### src/rtl/gate_ctrl_pkg.sv
// Shared types and default timing constants for the power-gate channel controller.
// Imported by gate_ctrl and gate_ctrl_ch.
`timescale 1ns/1ps
package gate_ctrl_pkg;

  typedef enum logic [2:0] {
    OFF,
    RAMP_UP,
    ON,
    RAMP_DN,
    FAULT
  } gate_state_t;

  localparam int unsigned DEF_N_CH    = 5;
  localparam int unsigned DEF_ON_DLY  = 16;
  localparam int unsigned DEF_OFF_DLY = 8;
  localparam int unsigned DEF_TIMEOUT = 64;

endpackage

### src/rtl/gate_ctrl_ch.sv
// One power-gate channel: pg synchronizer, ramp counter and enable/sync FSM.
// Ports: clk_i, rst_i, en_i, pg_i (async) -> pwr_o, sync_o, busy_o, fault_o.
`timescale 1ns/1ps
module gate_ctrl_ch
  import gate_ctrl_pkg::*;
#(
  parameter int unsigned ON_DLY  = DEF_ON_DLY,
  parameter int unsigned OFF_DLY = DEF_OFF_DLY,
  parameter int unsigned TIMEOUT = DEF_TIMEOUT,
  parameter int unsigned CNT_W   = $clog2(TIMEOUT + 1)
) (
  input  logic clk_i,
  input  logic rst_i,
  input  logic en_i,
  input  logic pg_i,
  output logic pwr_o,
  output logic sync_o,
  output logic busy_o,
  output logic fault_o
);

  localparam logic [CNT_W-1:0] ONE    = CNT_W'(1);
  localparam logic [CNT_W-1:0] ON_M1  = CNT_W'(ON_DLY - 1);
  localparam logic [CNT_W-1:0] OFF_M1 = CNT_W'(OFF_DLY - 1);
  localparam logic [CNT_W-1:0] TMO    = CNT_W'(TIMEOUT);
  localparam logic [CNT_W-1:0] TMO_M1 = CNT_W'(TIMEOUT - 1);

  gate_state_t      state, state_d;
  logic [CNT_W-1:0] cnt, cnt_d;
  logic [1:0]       pg_ff;
  logic             pg_s;
  logic             pwr_q, pwr_d;
  logic             sync_q, sync_d;
  logic             busy_q, busy_d;
  logic             fault_q, fault_d;

  assign pg_s = pg_ff[1];

  always_ff @(posedge clk_i or posedge rst_i) begin
    if (rst_i) begin
      pg_ff   <= '0;
      state   <= OFF;
      cnt     <= '0;
      pwr_q   <= 1'b0;
      sync_q  <= 1'b0;
      busy_q  <= 1'b0;
      fault_q <= 1'b0;
    end else begin
      pg_ff   <= {pg_ff[0], pg_i};
      state   <= state_d;
      cnt     <= cnt_d;
      pwr_q   <= pwr_d;
      sync_q  <= sync_d;
      busy_q  <= busy_d;
      fault_q <= fault_d;
    end
  end

  always_comb begin
    state_d = state;
    cnt_d   = cnt;
    pwr_d   = pwr_q;
    sync_d  = sync_q;
    busy_d  = busy_q;
    fault_d = fault_q;
    unique case (state)
      OFF: begin
        if (en_i) begin
          state_d = RAMP_UP;
          pwr_d   = 1'b1;
          busy_d  = 1'b1;
          cnt_d   = '0;
        end
      end
      RAMP_UP: begin
        if (cnt != TMO) cnt_d = cnt + ONE;
        // abort outranks both completion and timeout
        if (!en_i) begin
          state_d = RAMP_DN;
          pwr_d   = 1'b0;
          cnt_d   = '0;
        end else if (cnt >= ON_M1 && pg_s) begin
          state_d = ON;
          sync_d  = 1'b1;
          busy_d  = 1'b0;
        end else if (cnt == TMO_M1 && !pg_s) begin
          state_d = FAULT;
          pwr_d   = 1'b0;
          fault_d = 1'b1;
          busy_d  = 1'b0;
        end
      end
      ON: begin
        if (!en_i) begin
          state_d = RAMP_DN;
          pwr_d   = 1'b0;
          sync_d  = 1'b0;
          busy_d  = 1'b1;
          cnt_d   = '0;
        end else if (!pg_s) begin
          state_d = FAULT;
          pwr_d   = 1'b0;
          sync_d  = 1'b0;
          fault_d = 1'b1;
        end
      end
      RAMP_DN: begin
        cnt_d = cnt + ONE;
        if (cnt == OFF_M1) begin
          state_d = OFF;
          busy_d  = 1'b0;
          cnt_d   = '0;
        end
      end
      FAULT: begin
        pwr_d  = 1'b0;
        sync_d = 1'b0;
        if (!en_i) begin
          state_d = OFF;
          fault_d = 1'b0;
        end
      end
      default: state_d = OFF;
    endcase
  end

  assign pwr_o   = pwr_q;
  assign sync_o  = sync_q;
  assign busy_o  = busy_q;
  assign fault_o = fault_q;

endmodule

### src/rtl/gate_ctrl.sv
// Power-gate responder: N_CH independent enable/sync channels for the startup sequencer.
// Ports: clk_i, rst_i, gate_en_i, gate_pg_i -> gate_pwr_o, gate_sync_o, gate_busy_o, gate_fault_o.
`timescale 1ns/1ps
module gate_ctrl
  import gate_ctrl_pkg::*;
#(
  parameter int unsigned N_CH    = DEF_N_CH,
  parameter int unsigned ON_DLY  = DEF_ON_DLY,
  parameter int unsigned OFF_DLY = DEF_OFF_DLY,
  parameter int unsigned TIMEOUT = DEF_TIMEOUT
) (
  input  logic            clk_i,
  input  logic            rst_i,
  input  logic [N_CH-1:0] gate_en_i,
  input  logic [N_CH-1:0] gate_pg_i,
  output logic [N_CH-1:0] gate_pwr_o,
  output logic [N_CH-1:0] gate_sync_o,
  output logic [N_CH-1:0] gate_busy_o,
  output logic [N_CH-1:0] gate_fault_o
);

  localparam int unsigned CNT_W = $clog2(TIMEOUT + 1);

  for (genvar g = 0; g < N_CH; g++) begin : g_ch
    gate_ctrl_ch #(
      .ON_DLY (ON_DLY),
      .OFF_DLY(OFF_DLY),
      .TIMEOUT(TIMEOUT),
      .CNT_W  (CNT_W)
    ) u_ch (
      .clk_i  (clk_i),
      .rst_i  (rst_i),
      .en_i   (gate_en_i[g]),
      .pg_i   (gate_pg_i[g]),
      .pwr_o  (gate_pwr_o[g]),
      .sync_o (gate_sync_o[g]),
      .busy_o (gate_busy_o[g]),
      .fault_o(gate_fault_o[g])
    );
  end

endmodule

### config.mk
export PLATFORM = sky130hd
export DESIGN_NAME = gate_ctrl
export DESIGN_NICKNAME = d
export VERILOG_FILES = /design/src/rtl/gate_ctrl_pkg.sv /design/src/rtl/gate_ctrl_ch.sv /design/src/rtl/gate_ctrl.sv
export SDC_FILE = /design/constraint.sdc
export NUM_CORES = 1
export LEC_CHECK = 0
export ABC_AREA = 1
export ABC_CLOCK_PERIOD_IN_PS = 6300
export BUFFER_PORTS_ARGS = -buffer_cell sky130_fd_sc_hd__buf_2
export CAP_MARGIN = 15
export CORE_ASPECT_RATIO = 1.25
export CORE_MARGIN = 2
export CORE_UTILIZATION = 66
export DETAILED_ROUTE_END_ITERATION = 16
export GPL_TIMING_DRIVEN = 0
export HOLD_SLACK_MARGIN = 0.08
export PLACE_DENSITY = 0.91
export SLEW_MARGIN = 15
export SYNTH_ARGS = -nofsm -noshare
export SYNTH_HDL_FRONTEND = slang
export SYNTH_SLANG_ARGS = --single-unit
export TNS_END_PERCENT = 1
### constraint.sdc
create_clock -name clk_i -period 6.3 [get_ports clk_i]
set_input_delay 0.315 -clock clk_i [delete_from_list [all_inputs] [get_ports clk_i]]
set_output_delay 0.315 -clock clk_i [all_outputs]
set_load 0.01 [all_outputs]
==> Word level (Yosys, flattened, before mapping) <==
Cells that the tools add are included.
{ "totals": {"ff_bits": 80, "inputBits": 12} }
{ "classes": {"n_addsub": 5, "n_lt_le_gt_ge": 5, "n_mux": 185, "n_reduce_logical": 65, "eq_ne": 115} }
{ "op_table": {"columns": ["operator", "count"], "rows": [
  ["$mux W7", 25],
  ["$pmux W7 S4", 5],
  ["$mux W3", 40],
  ["$mux W1", 90],
  ["$pmux W3 S5", 5],
  ["$ne A2 B2 Y1 const B", 35],
  ["$reduce_and A5 Y1", 10],
  ["$pmux W1 S4", 10],
  ["$reduce_and A4 Y1", 10],
  ["$reduce_bool A4 Y1", 10],
  ["$add A7 B1 Y7 const B", 5],
  ["$eq A7 B3 Y1 const B", 5],
  ["$eq A7 B6 Y1 const B", 5],
  ["$ge A7 B4 Y1 const B", 5],
  ["$ne A7 B7 Y1 const B", 5],
  ["$reduce_and A7 Y1", 5],
  ["$eq A3 B2 Y1 const B", 10],
  ["$ne A2 B1 Y1 const B", 15],
  ["$ne A3 B2 Y1 const B", 10],
  ["$ne A3 B3 Y1 const B", 10],
  ["$pmux W1 S3", 10],
  ["$reduce_and A6 Y1", 5],
  ["$ne A4 B2 Y1 const B", 5],
  ["$eq A3 B1 Y1 const B", 5],
  ["6 further kinds", 35]
]} }

==> Depth between registers and ports, before layout <==
{ "logic_depth": {"ltp_word": 6, "depth_mapped": 11} }

==> By module <==
Synthesis repeated with hierarchy kept, for this count alone.
{ "unflattened": {"hier_cells": 757, "area_unflattened_um2": 5302.6} }
{ "modules_own_cells": {"columns": ["module", "area_each_um2", "seq_area_each_um2", "cells_per_inst", "n_inst"], "rows": [
  ["gate_ctrl_ch (g_ch[0].u_ch ...)", 1056.0, 400.4, 151, 4],
  ["gate_ctrl_ch (g_ch[1].u_ch)", 1078.5, 400.4, 153, 1]
]} }

==> Worst setup path after synthesis <==
No wires, ideal clock.
{ "synth_timing": {"kind": "register to register", "startpoint": "register g_ch[0].u_ch.cnt[0]", "endpoint": "register g_ch[0].u_ch.fault_q", "arrival_ns": 1.279, "slack_ns": 4.903, "n_path_buf": 0, "setup_ns": 0.118, "required_time_ns": 6.182, "stages_incl_launch_ff": 10, "cell_sequence": "dfrtp_1 ha_1 nand2_2 nor2_4 nor2_1 nand2_1 nand2_1 nand3_1 nand3_1 nand2_1"} }
{ "synth_between": {"elab_chain_len": 4, "word_cells_on_any_way": 7} }
{ "synth_lines": {"columns": ["item", "line", "source"], "rows": [
  ["start: declaration", "gate_ctrl_ch.sv:29", "logic [CNT_W-1:0] cnt, cnt_d;"],
  ["start signal: assignment", "gate_ctrl_ch.sv:51", "cnt <= cnt_d;"],
  ["$ge A7 B4 Y1 / $eq A7 B6 Y1 (equally long branches)", "gate_ctrl_ch.sv:82, gate_ctrl_ch.sv:86", null],
  ["$logic_and A1 B1 Y1 (on tied branches)", "gate_ctrl_ch.sv:82, gate_ctrl_ch.sv:86", null],
  ["$ne A2 B2 Y1 (no source line) / $ne A2 B1 Y1 (equally long branches)", null, null],
  ["$reduce_and A7 Y1 (no source line) *", null, null],
  ["end signal: assignment", "gate_ctrl_ch.sv:55", "fault_q <= fault_d;"],
  ["end: declaration", "gate_ctrl_ch.sv:35", "logic fault_q, fault_d;"]
]} }
Every way passes the cells marked *; elsewhere a longest branch is shown, timed or not.
A chain may end at the register's enable or synchronous reset.

==> Final worst setup path <==
{ "layout_timing": {"startpoint": "register g_ch[3].u_ch.cnt[0]", "endpoint": "register g_ch[3].u_ch.state[0]"} }
{ "layout_between": {"elab_chain_len": 5, "word_cells_on_any_way": 11} }
{ "layout_lines": {"columns": ["item", "line", "source"], "rows": [
  ["start: declaration", "gate_ctrl_ch.sv:29", null],
  ["start signal: assignment", "gate_ctrl_ch.sv:51", null],
  ["$ge A7 B4 Y1", "gate_ctrl_ch.sv:82", "end else if (cnt >= ON_M1 && pg_s) begin"],
  ["$logic_and A1 B1 Y1", "gate_ctrl_ch.sv:82", null],
  ["$mux W3", "gate_ctrl_ch.sv:82", null],
  ["$mux W3", "gate_ctrl_ch.sv:78", "if (!en_i) begin"],
  ["$pmux W3 S5", "gate_ctrl_ch.sv:66", "unique case (state)"],
  ["end signal: assignment", "gate_ctrl_ch.sv:50", "state <= state_d;"],
  ["end: declaration", "gate_ctrl_ch.sv:28", "gate_state_t state, state_d;"]
]} }
Several ways; a longest one is shown, not always the timed one.

==> impl_metrics.csv <==
group,metric,value,unit
worst_setup_path,crit_path_end_kind,"flop",
layout,regArea,2000,um^2
clock_tree,post_cts_resized,0,
global_routing,antenna_found_initial,0,
routing,wirelength,11600,um
clock_tree,htree_levels,3,
power_and_ir_drop,internal_power,1.26,mW
hold_path,hold_start,"gate_en_i[3]",
synthesis,yosysUniqueCellTypes,35,
sta,rsz0062_at_grt,"false",
layout,fin_nets,839,
synthesis,synth.area.top_cells,"dfrtp_1 38%, nand2_1 17%, nand3_1 8.8%, nor2_1 5.9%, inv_1 5.2%",
clock_tree,clockBufferDepth,2,
worst_setup_path,cp_data_arrival_time,2.00,ns
worst_setup_path,r2r_cells,10,
place,dp_hpwl,8610,um
place,post_dp_cell_area,5610,um^2
floorplanning,die_h,104,um
routing,wl_per_cell,12.7,um
power_and_ir_drop,total_leakage_power,3.11,nW
floorplanning,core-area,7790,um^2
global_routing,grt_pass1_vias,4971,
layout,multiInputGateArea,2770,um^2
power_and_ir_drop,switchingPower,1.11,mW
worst_setup_path,cp_slowest_cell,"dfrtp_1",
power_and_ir_drop,share_seq_of_total_power,31.1,%
global_routing,grtUsageMet2,48.9,%
floorplanning,rows,36,
layout,area_growth,10.6,%
synthesis,yosys_warnings,0,
worst_setup_path,crit_required,6.56,ns
sta,max_freq,574,MHz
clock_tree,clock_latency,0.37,ns
worst_setup_path,crit_top_cell,"nand2_1",
power_and_ir_drop,p_comb_share,52.2,%
synthesis,ys.flop_type,"dfrtp_1",
synthesis,seq_area_frac_synth,37.7,%
global_routing,grtUsageTotal,27.6,%
worst_setup_path,timing.rr.start,"g_ch[3].u_ch.cnt[0]",
layout,drive_above_1_share,16.1,%
clock_tree,clkTransAtPathRegs,0.08,ns
place,gp_congestion,0.949,
sta,timing.final.crit_share,27.6,%
job,cap_viol_max_count,0,
hold_path,min_path_type,"in2reg",
synthesis,netlist_instances,769,
floorplanning,ios,32,
sta,whs,0.307,ns
sta,setup_violations,0,
routing,first_pass_iters,5,
place,numPortBuffers,30,
synthesis,yosysTopAreaCellShare,37.7,%
run_status,status,"completed",
worst_setup_path,crit_chain,"ha_1 -> nand2_1 -> nor2_1 -> inv_1 -> nor2_1 -> nor2_1 -> nand2_1 -> nand2_1 -> nand2_1 -> nand2_1",
sta,worst_slew_pin_slew,0.410,ns
worst_setup_path,slowest_delay,0.43,ns
clock_tree,cts_sinks,80,
worst_setup_path,crit_start,"g_ch[3].u_ch.cnt[0]",
clock_tree,cts_buffers,9,
synthesis,synthArstFlopShare,100,%
synthesis,synth_common_cells,"247 x nand2_1, 93 x nand3_1, 83 x nor2_1",
global_routing,grtUsageMet1,31.8,%
worst_setup_path,cp-start-kind,"flop",
sta,tns,0,ns
global_routing,grt_pass1_wl,20200,um
floorplanning,initial_utilization,68.1,%
routing,drt_drc_violations_left,0,
sta,maxSlewViolCount,0,
synthesis,ys_ff_latch,80,
synthesis,syn_nets,791,
layout,nFillCells,647,
sta,finClkSkew,0.00819,ns
routing,vias,5116,
clock_tree,cts_root_buf,"clkbuf_8",
synthesis,synth_top_area_cell,"dfrtp_1",
power_and_ir_drop,netSwitchingFraction,47.0,%
global_routing,grt_max_degree,61,
global_routing,grt-busiest-layer,"met2",
power_and_ir_drop,p_clk_share,16.6,%
synthesis,syn_area_per_cell,6.90,um^2
synthesis,synth-edff-count,0,
sta,hold_viol,0,
clock_tree,cts_setup_buffers,0,
worst_setup_path,timing.rr.end,"g_ch[3].u_ch.state[0]",
synthesis,yosysMostFrequentCell,"nand2_1",
global_routing,overflow,0,
routing,detail-route-antenna-nets,0,
hold_path,whs_path_depth,3,
floorplanning,die_w,84.2,um
hold_path,worstHoldEndpoint,"g_ch[3].u_ch.sync_o",
sta,min_period,1.74,ns
worst_setup_path,worstPathMaxFanout,5,
global_routing,grt_use_met3,4.44,%
worst_setup_path,critical_path_class,"reg2reg",
power_and_ir_drop,power_density,404,nW/um^2
floorplanning,die_area,8780,um^2
routing,vias_per_cell,5.58,
clock_tree,tritoncts,"done",
sta,relSlewSlack,72.7,%
power_and_ir_drop,peakVddDrop,277,uV
layout,final_cell_area,5870,um^2
synthesis,syn_area,5310,um^2
routing,drt_iter0_markers,315,
worst_setup_path,reg2reg_slack,4.56,ns
layout,n_antenna_cell,0,
[metal layers]
layer / routed length, um / up-vias
met5: 0 / -
met4: 319 / 0
li1: - / 2549
met3: 564 / 39
met1: 4770 / 2343
met2: 5970 / 185
[worst max path at each step]
stage	endpoint	slack, ns	cells after the start
finish	g_ch[3].u_ch.state[0]	4.56	10
global route	g_ch[3].u_ch.state[0]	4.42	10
CTS	g_ch[3].u_ch.state[0]	4.62	10
detailed placement	g_ch[3].u_ch.state[0]	4.64	10
global placement	g_ch[3].u_ch.cnt[1]	3.05	2
floorplan	g_ch[0].u_ch.busy_o	3.93	1
[cells in the final DEF (no fill, tap or decap), types with 11 or more instances in the layout]
cell,Yosys,routed
buf_2,4,34
buf_4,20,20
dfrtp_1,80,80
inv_1,73,72
inv_2,17,17
nand2_1,247,247
nand2_2,11,11
nand3_1,93,93
nand4_1,19,19
nor2_1,83,83
o21ai_0,29,29
o21ai_1,11,11
[power by group through the flow]
stage | logic, mW | clock network [mW] | registers, mW
2_1_floorplan | 0.971 | 0 | 0.720
3_3_place_gp | 1.18 | 0 | 0.740
3_5_place_dp | 1.22 | 0 | 0.746
4_1_cts | 1.23 | 0.404 | 0.737
5_1_grt | 1.41 | 0.418 | 0.754
6_report | 1.24 | 0.395 | 0.738
[logic make-up (layout without fill, tap and decap cells)]
family / count (synthesis) / after routing / share of synthesized area, %
fa+ha+maj: 10 / 10 / 2.36
flops: 80 / 80 / 37.7
buf+inv: 119 / 172 / 10.1
compound gates: 63 / 63 / 6.98
xor+xnor: 8 / 8 / 1.32
simple gates: 489 / 489 / 41.5
[stage by stage]
stage / setup WS [ns] / total power [mW] / util [%] / cells
floorplan: 3.93 / 1.69 / - / 769
global placement: 3.05 / 1.92 / 71.6 / 894
detailed placement: 4.64 / 1.96 / 71.9 / 895
CTS: 4.62 / 2.37 / 75.3 / 917
global route: 4.42 / 2.58 / 75.3 / 917
finish: 4.56 / 2.37 / 75.3 / 917
[registers in the layout (all words and copies together), names as in the netlist]
signal / flops
g_ch.u_ch.cnt: 35
g_ch.u_ch.fault_o: 5
g_ch.u_ch.state: 15
g_ch.u_ch.sync_o: 5
g_ch.u_ch.pg_ff: 10
g_ch.u_ch.busy_o: 5
g_ch.u_ch.pwr_o: 5
[area by class of cell]
type                       count  share of cell area [%]
tap                           95                    2.03
clock inverter                 7                    1.34
multi-input combinational    570                    47.2
inverter                      91                    5.90
sequential                    80                    34.1
timing repair buffer          37                    4.05
buffer                        28                    3.30
clock buffer                   9                    2.11
[repair_timing]
action | in CTS | in global routing
setup endpoints to repair | 0 | 0
hold endpoints to repair | 25 | 0
hold buffers | 6 | 0
[worst max-delay path, delay by kind of cell (launching register included)]
family                   cells  cell delay, ns
AND/OR/NAND/NOR              8            0.89
flip-flops                   1            0.43
adder cells (fa/ha/maj)      1            0.21
buffers and inverters        1            0.11
No activity file was read; power rests on OpenSTA's default activity.
